`src/rtl/iter_alu.sv`:
```
// iter_alu: multi-cycle integer ALU (add/sub single cycle, mul/div one bit
// per clock) with registered valid/ready handshakes on both sides.
//
// Ports:
//   clk, rst_n           clock, synchronous active-low reset
//   in_valid / in_ready  operand handshake (op, is_signed, a, b)
//   out_valid/out_ready  result handshake (result, remainder, flags)
//   result               sum / diff / low product half / quotient
//   remainder            division remainder, 0 for other ops
//   carry                add carry-out, sub borrow, else 0
//   ovf                  overflow for the current op and signedness
//   div_zero             division with b == 0
module iter_alu #(
    parameter int WIDTH = 16
) (
    input  logic             clk,
    input  logic             rst_n,
    input  logic             in_valid,
    output logic             in_ready,
    input  logic [1:0]       op,
    input  logic             is_signed,
    input  logic [WIDTH-1:0] a,
    input  logic [WIDTH-1:0] b,
    output logic             out_valid,
    input  logic             out_ready,
    output logic [WIDTH-1:0] result,
    output logic [WIDTH-1:0] remainder,
    output logic             carry,
    output logic             ovf,
    output logic             div_zero
);

    localparam int CNT_W = $clog2(WIDTH) + 1;
    localparam logic [1:0] OP_DIV = 2'b11;
    localparam logic [WIDTH-1:0] ONE = WIDTH'(1);
    localparam logic [2*WIDTH-1:0] ONE2 = (2*WIDTH)'(1);

    typedef enum logic [1:0] {
        IDLE,
        CALC,
        DONE
    } state_t;

    state_t state;

    logic [CNT_W-1:0] cnt;
    logic             is_div;
    logic             sgn;
    logic             neg_q;
    logic             neg_r;
    logic [WIDTH-1:0] acc_hi;
    logic [WIDTH-1:0] acc_lo;
    logic [WIDTH-1:0] mag_b;

    assign in_ready = (state == IDLE) & rst_n;

    // Add/sub path evaluated straight from the inputs at acceptance.
    logic             sub;
    logic [WIDTH-1:0] b_x;
    logic [WIDTH:0]   sum_w;
    logic [WIDTH-1:0] as_res;
    logic             as_carry;
    logic             as_sovf;
    logic             as_ovf;

    assign sub      = op[0];
    assign b_x      = sub ? ~b : b;
    assign sum_w    = {1'b0, a} + {1'b0, b_x} + {{WIDTH{1'b0}}, sub};
    assign as_res   = sum_w[WIDTH-1:0];
    // For sub the adder carry is the inverse of the borrow.
    assign as_carry = sub ? ~sum_w[WIDTH] : sum_w[WIDTH];
    assign as_sovf  = (sub ? (a[WIDTH-1] != b[WIDTH-1])
                           : (a[WIDTH-1] == b[WIDTH-1]))
                    & (as_res[WIDTH-1] != a[WIDTH-1]);
    assign as_ovf   = is_signed ? as_sovf : as_carry;

    // Operand magnitudes for the iterative engines.
    logic             a_neg;
    logic             b_neg;
    logic [WIDTH-1:0] mag_a_in;
    logic [WIDTH-1:0] mag_b_in;
    logic             is_addsub;
    logic             div_by_zero;

    assign a_neg       = is_signed & a[WIDTH-1];
    assign b_neg       = is_signed & b[WIDTH-1];
    assign mag_a_in    = a_neg ? (~a + ONE) : a;
    assign mag_b_in    = b_neg ? (~b + ONE) : b;
    assign is_addsub   = ~op[1];
    assign div_by_zero = (op == OP_DIV) & ~(|b);

    // Shift-add multiply step: acc_hi accumulates, acc_lo holds the
    // multiplier and collects product low bits as it shifts right.
    logic [WIDTH-1:0] mul_add;
    logic [WIDTH:0]   mul_sum;
    logic [WIDTH-1:0] mul_hi;
    logic [WIDTH-1:0] mul_lo;

    assign mul_add = acc_lo[0] ? mag_b : '0;
    assign mul_sum = {1'b0, acc_hi} + {1'b0, mul_add};
    assign mul_hi  = mul_sum[WIDTH:1];
    assign mul_lo  = {mul_sum[0], acc_lo[WIDTH-1:1]};

    // Restoring divide step: acc_hi is the partial remainder, acc_lo
    // shifts the dividend out and the quotient in. The extra top bit of
    // the trial difference covers a shifted remainder of up to WIDTH+1 bits.
    logic [WIDTH:0]   div_shift;
    logic [WIDTH+1:0] div_diff;
    logic             div_fit;
    logic [WIDTH-1:0] div_hi;
    logic [WIDTH-1:0] div_lo;

    assign div_shift = {acc_hi, acc_lo[WIDTH-1]};
    assign div_diff  = {1'b0, div_shift} - {2'b00, mag_b};
    assign div_fit   = ~div_diff[WIDTH+1];
    assign div_hi    = div_fit ? div_diff[WIDTH-1:0] : div_shift[WIDTH-1:0];
    assign div_lo    = {acc_lo[WIDTH-2:0], div_fit};

    logic [WIDTH-1:0] nxt_hi;
    logic [WIDTH-1:0] nxt_lo;

    assign nxt_hi = is_div ? div_hi : mul_hi;
    assign nxt_lo = is_div ? div_lo : mul_lo;

    // Sign fix applied to the values produced by the last iteration.
    logic [2*WIDTH-1:0] prod;
    logic [2*WIDTH-1:0] prod_s;
    logic [WIDTH:0]     prod_top;
    logic               mul_ovf;
    logic [WIDTH-1:0]   q_s;
    logic [WIDTH-1:0]   r_s;
    logic               div_ovf;

    assign prod     = {nxt_hi, nxt_lo};
    assign prod_s   = neg_q ? (~prod + ONE2) : prod;
    assign prod_top = prod_s[2*WIDTH-1:WIDTH-1];
    assign mul_ovf  = sgn ? ~((&prod_top) | ~(|prod_top))
                          : |prod_s[2*WIDTH-1:WIDTH];
    assign q_s      = neg_q ? (~nxt_lo + ONE) : nxt_lo;
    assign r_s      = neg_r ? (~nxt_hi + ONE) : nxt_hi;
    // A non-negated signed quotient with its MSB set can only be MIN/-1.
    assign div_ovf  = sgn & ~neg_q & nxt_lo[WIDTH-1];

    always_ff @(posedge clk) begin
        if (!rst_n) begin
            state     <= IDLE;
            cnt       <= '0;
            is_div    <= 1'b0;
            sgn       <= 1'b0;
            neg_q     <= 1'b0;
            neg_r     <= 1'b0;
            acc_hi    <= '0;
            acc_lo    <= '0;
            mag_b     <= '0;
            out_valid <= 1'b0;
            result    <= '0;
            remainder <= '0;
            carry     <= 1'b0;
            ovf       <= 1'b0;
            div_zero  <= 1'b0;
        end else begin
            unique case (state)
                IDLE: begin
                    if (in_valid) begin
                        is_div <= op[0];
                        sgn    <= is_signed;
                        neg_q  <= a_neg ^ b_neg;
                        neg_r  <= a_neg;
                        unique case (1'b1)
                            is_addsub: begin
                                result    <= as_res;
                                remainder <= '0;
                                carry     <= as_carry;
                                ovf       <= as_ovf;
                                div_zero  <= 1'b0;
                                out_valid <= 1'b1;
                                state     <= DONE;
                            end
                            div_by_zero: begin
                                result    <= '1;
                                remainder <= a;
                                carry     <= 1'b0;
                                ovf       <= 1'b0;
                                div_zero  <= 1'b1;
                                out_valid <= 1'b1;
                                state     <= DONE;
                            end
                            default: begin
                                acc_hi <= '0;
                                acc_lo <= mag_a_in;
                                mag_b  <= mag_b_in;
                                cnt    <= CNT_W'(WIDTH);
                                state  <= CALC;
                            end
                        endcase
                    end
                end
                CALC: begin
                    acc_hi <= nxt_hi;
                    acc_lo <= nxt_lo;
                    cnt    <= cnt - CNT_W'(1);
                    if (cnt == CNT_W'(1)) begin
                        carry     <= 1'b0;
                        div_zero  <= 1'b0;
                        out_valid <= 1'b1;
                        state     <= DONE;
                        if (is_div) begin
                            result    <= q_s;
                            remainder <= r_s;
                            ovf       <= div_ovf;
                        end else begin
                            result    <= prod_s[WIDTH-1:0];
                            remainder <= '0;
                            ovf       <= mul_ovf;
                        end
                    end
                end
                DONE: begin
                    if (out_ready) begin
                        out_valid <= 1'b0;
                        state     <= IDLE;
                    end
                end
                default: begin
                    out_valid <= 1'b0;
                    state     <= IDLE;
                end
            endcase
        end
    end

endmodule

```
`config.mk`:
```
export PLATFORM = sky130hd
export DESIGN_NAME = iter_alu
export DESIGN_NICKNAME = d
export VERILOG_FILES = /design/src/rtl/iter_alu.sv
export SDC_FILE = /design/constraint.sdc
export NUM_CORES = 1
export LEC_CHECK = 0
export ABC_CLOCK_PERIOD_IN_PS = 3790
export BUFFER_PORTS_ARGS = -buffer_cell sky130_fd_sc_hd__buf_2
export CAP_MARGIN = 25
export CORE_ASPECT_RATIO = 0.6
export CORE_MARGIN = 10
export CORE_UTILIZATION = 37
export DETAILED_ROUTE_END_ITERATION = 10
export PLACE_DENSITY_LB_ADDON = 0.08
export SETUP_SLACK_MARGIN = 0.05
export SLEW_MARGIN = 20
export SYNTH_ARGS = -nofsm -noshare
export SYNTH_HDL_FRONTEND = slang
export SYNTH_SLANG_ARGS = --single-unit
export TNS_END_PERCENT = 100
```
`constraint.sdc`:
```
create_clock -name clk -period 3.79 [get_ports clk]
set_input_delay 0.379 -clock clk [delete_from_list [all_inputs] [get_ports clk]]
set_output_delay 0.379 -clock clk [all_outputs]
set_load 0.02 [all_outputs]
```
==> impl_results.md <==
* Row Count at 43
* Fmax at 245 MHz
* Final period utilization at 108%
* Register area at 1920 µm²
* DPL Wire Length at 31.7 mm
* Clock-pin slew on the worst setup and hold paths at 0.09 ns
* Io pins at 76
* Most common cell in the synthesized netlist: nand2_1
* Global Route Usage Sum at 24.9%
* Layout Nets at 1575
* Multi-input logic area at 7270 µm²
* # fillers at 2278
* FF-to-FF End: ovf$_SDFFE_PN0P_
* Worst rel slew slack at 43.5%
* Starting Density at 38.1%
* Cells on worst reg2reg path at 17
* Unrepaired setup endpoints after global routing: true
* CP Data Required Time at 4.06 ns
* Area Overhead vs Synth at 42.8%
* Lkg Pwr at 5.54 nW
* CTS H-tree lvls at 3
* PortBufs at 75
* Wirelength per Cell at 21.9 µm
* Maximum number of pins on one net before global-route repair at 47
* DRC viols at 0
* Synth area leaders: dfxtp_1 (21%), ha_1 (7.4%), xor2_1 (5.8%), xnor2_1 (5.6%), nand2_1 (5.5%)
* Maximum clock path buffer count at 2
* Vias in the first global route at 9444
* Num CTS Buffers at 9
* Highest ir drop seen on vdd at 263 µV
* Top cells by count, synth: nand2_1 (132), dfxtp_1 (95), nor2_1 (87), a21oi_1 (64), o21ai_0 (62)
* Share of cells above drive strength 1 at 35.8%
* Crit. End Element: register
* Flops & latches, synth at 95
* Synth async-reset ratio at 0%
* Post-Syn Nets at 1260
* Via count at 10300
* Crit path max fanout at 8
* Core area at 23500 µm²
* Failing checks: setup timing
* Crit path launch type: register
* Final Instance Count excl. Fillers at 1801
* Final min period at 4.08 ns
* Seq/Total Area, Yosys at 21.3%
* Crit path DAT at 4.35 ns
* CP max stage delay at 0.40 ns
* Crit-path cells: and2_4 > ha_4 > fa_2 > a211oi_4 > buf_4 > o21bai_1 > a21oi_1 > xor2_1 > nor2_2 > a221o_2 > o31ai_2 > xnor2_1 > nor4bb_4 > nand4_1 > or4_1 > a31oi_1 > nor4b_1
* Most used DFF post-synth: dfxtp_1
* Final ANT Viol Nets at 0
* Fin Clk Skew at 0.0177 ns
* Post-synthesis cell area at 8950 µm²
* Syn avg cell area at 7.68 µm²
* Clk Latency, worst-skew pair at 0.39 ns
* Post-route worst setup slack at -0.294 ns
* Tot Pwr at 4.46 mW
* Worst path top cell family by delay: compound AO/OA/AOI/OAI gates
* Tightest Pin Transition at 0.847 ns
* Hold Vio Cnt, Final at 0
* Setup Viol. Count Final at 4
* Slowest CP cell: or4_1
* Max-cap violation count at 0
* Cell depth of the worst hold path at 4
* CTS Hold Bufs at 0
* Crit Path Class: reg -> reg
* Die width at 221 µm
* Detailed-router iteration count before antenna repair at 6
* Grt ovf at 0
* Cell count after placement at 1753
* Die Y at 140 µm
* Syn Inst Count at 1165
* Buffers and inverters on the worst path at 1
* Initial drt markers at 1123
* First-pass GRT wire length at 58.9 mm
* Clk sinks at 95
* Detailed-route wire length at 39.5 mm
* Hold Path Sink: state[1]$_SDFFE_PN0P_
* Yosys cell types at 86
* DR vias/cell at 5.74
* Max-slew violations at 0
* Number of synthesized flops with an enable pin at 0
* Leading area contributor after synthesis: dfxtp_1
* R2R Setup Slk at -0.29 ns
* Die Area at 31000 µm²
* Reg-to-reg critical path startpoint: acc_lo[0]$_SDFFE_PN0P_
* Ys Warns at 0
* Min-delay worst type: in -> reg
* CTS tree: built
* Initial antenna violation count at 1
* Pwr Density at 349 nW/µm²
* Min-Delay Startpoint: out_ready
* Gpl congestion at 0.964
* Yosys top cell area share at 21.3%
* Status: finished with violations
* Critical path launch point: acc_lo[0]$_SDFFE_PN0P_
* Clock root cell: clkbuf_16
layout by cell type (no fill, tap or decap), types with 7 or more instances in the layout:
master,count
a22oi_1,12
nand2b_1,8
nor2_2,9
o21ai_2,7
nor3_1,20
nand2_1,129
or3_1,9
ha_4,11
mux2i_1,14
a31oi_1,16
dfxtp_1,85
inv_1,40
o21ai_0,48
buf_6,12
o31ai_1,11
buf_2,75
a21o_1,7
xor2_1,59
a21oi_1,59
o211ai_1,21
o221ai_1,11
a222oi_1,11
clkbuf_16,9
mux2_2,12
nor2b_1,34
a211o_1,7
o211a_1,17
a211oi_1,7
o21ai_1,7
xnor2_1,55
nor2_1,77
dfxtp_2,8
nand3_1,15
and2_1,25
ha_1,40
buf_4,275
a21boi_0,34
or4_1,7
o21a_1,9
sequential cells by signal, summed over array words and instances (netlist names):
register	flops
state	2
is_div	1
div_zero	1
cnt	5
acc_hi	16
out_valid	1
acc_lo	16
neg_q	1
neg_r	1
mag_b	16
result	16
ovf	1
remainder	16
sgn	1
carry	1
final cells by class:
cell class,count,share of cell area (%)
antenna,1,0.0196
multi-input combinational,961,56.9
sequential,95,15.0
tap,315,3.08
clock buffer,9,1.76
inverter,45,1.34
clock inverter,7,0.754
timing repair buffer,368,21.1
power by group:
group	internal, mW	switching (mW)
registers	1.07	0.0717
clock network	0.581	0.478
logic	1.03	1.23
total	2.68	1.78
how the worst max path moves through the flow:
stage	slack (ns)	cells after the start	to
6_report	-0.29	17	ovf$_SDFFE_PN0P_
2_1_floorplan	-0.03	20	ovf$_SDFFE_PN0P_
3_5_place_dp	-0.61	20	ovf$_SDFFE_PN0P_
4_1_cts	-0.26	17	ovf$_SDFFE_PN0P_
3_3_place_gp	-0.64	20	ovf$_SDFFE_PN0P_
5_1_grt	-0.55	20	ovf$_SDFFE_PN0P_
worst reg2reg max path, delay by kind of cell (launching register included):
kind	cells	cell delay [ns]
compound gates	6	1.35
xor+xnor	2	0.37
fa+ha+maj	2	0.53
buf+inv	1	0.17
flops	1	0.39
simple gates	6	1.15
per-layer routing:
layer | vias to the layer above | wire [µm] | track usage [%]
li1 | 4871 | - | -
met1 | 4954 | 20100 | 39.3
met2 | 484 | 14200 | 30.5
met3 | 20 | 4920 | 9.35
met4 | 0 | 305 | 3.39
met5 | - | 0 | 0
per-stage QoR:
step	hold slack, ns	instance area [µm²]	setup slack (ns)	TNS (ns)	util, %
finish	0.292	12800	-0.294	-0.727	54.5
global placement	0.451	11700	-0.643	-2.77	49.9
CTS	0.277	12500	-0.258	-0.312	53.4
detailed placement	0.459	11700	-0.606	-2.68	49.9
global route	0.296	12800	-0.548	-1.65	54.5
floorplan	0.449	9190	-0.0252	-0.0252	-
repair_timing:
action | in CTS | in global routing
buffers inserted | 20 | 11
endpoints found under the hold margin | 0 | 0
gates resized for setup | 73 | 42
endpoints found under the setup margin | 10 | 11
pin swaps | 51 | 34
cells by family after synthesis:
family,Yosys count,synth area share [%]
multiplexers,26,3.08
XOR/XNOR,116,11.4
AND/OR/NAND/NOR,403,22.5
AO/OA/AOI/OAI,360,29.0
buffers and inverters,109,4.80
adder cells (fa/ha/maj),56,8.08
flip-flops,95,21.3
Note: power is estimated with default switching activity, not from simulation.
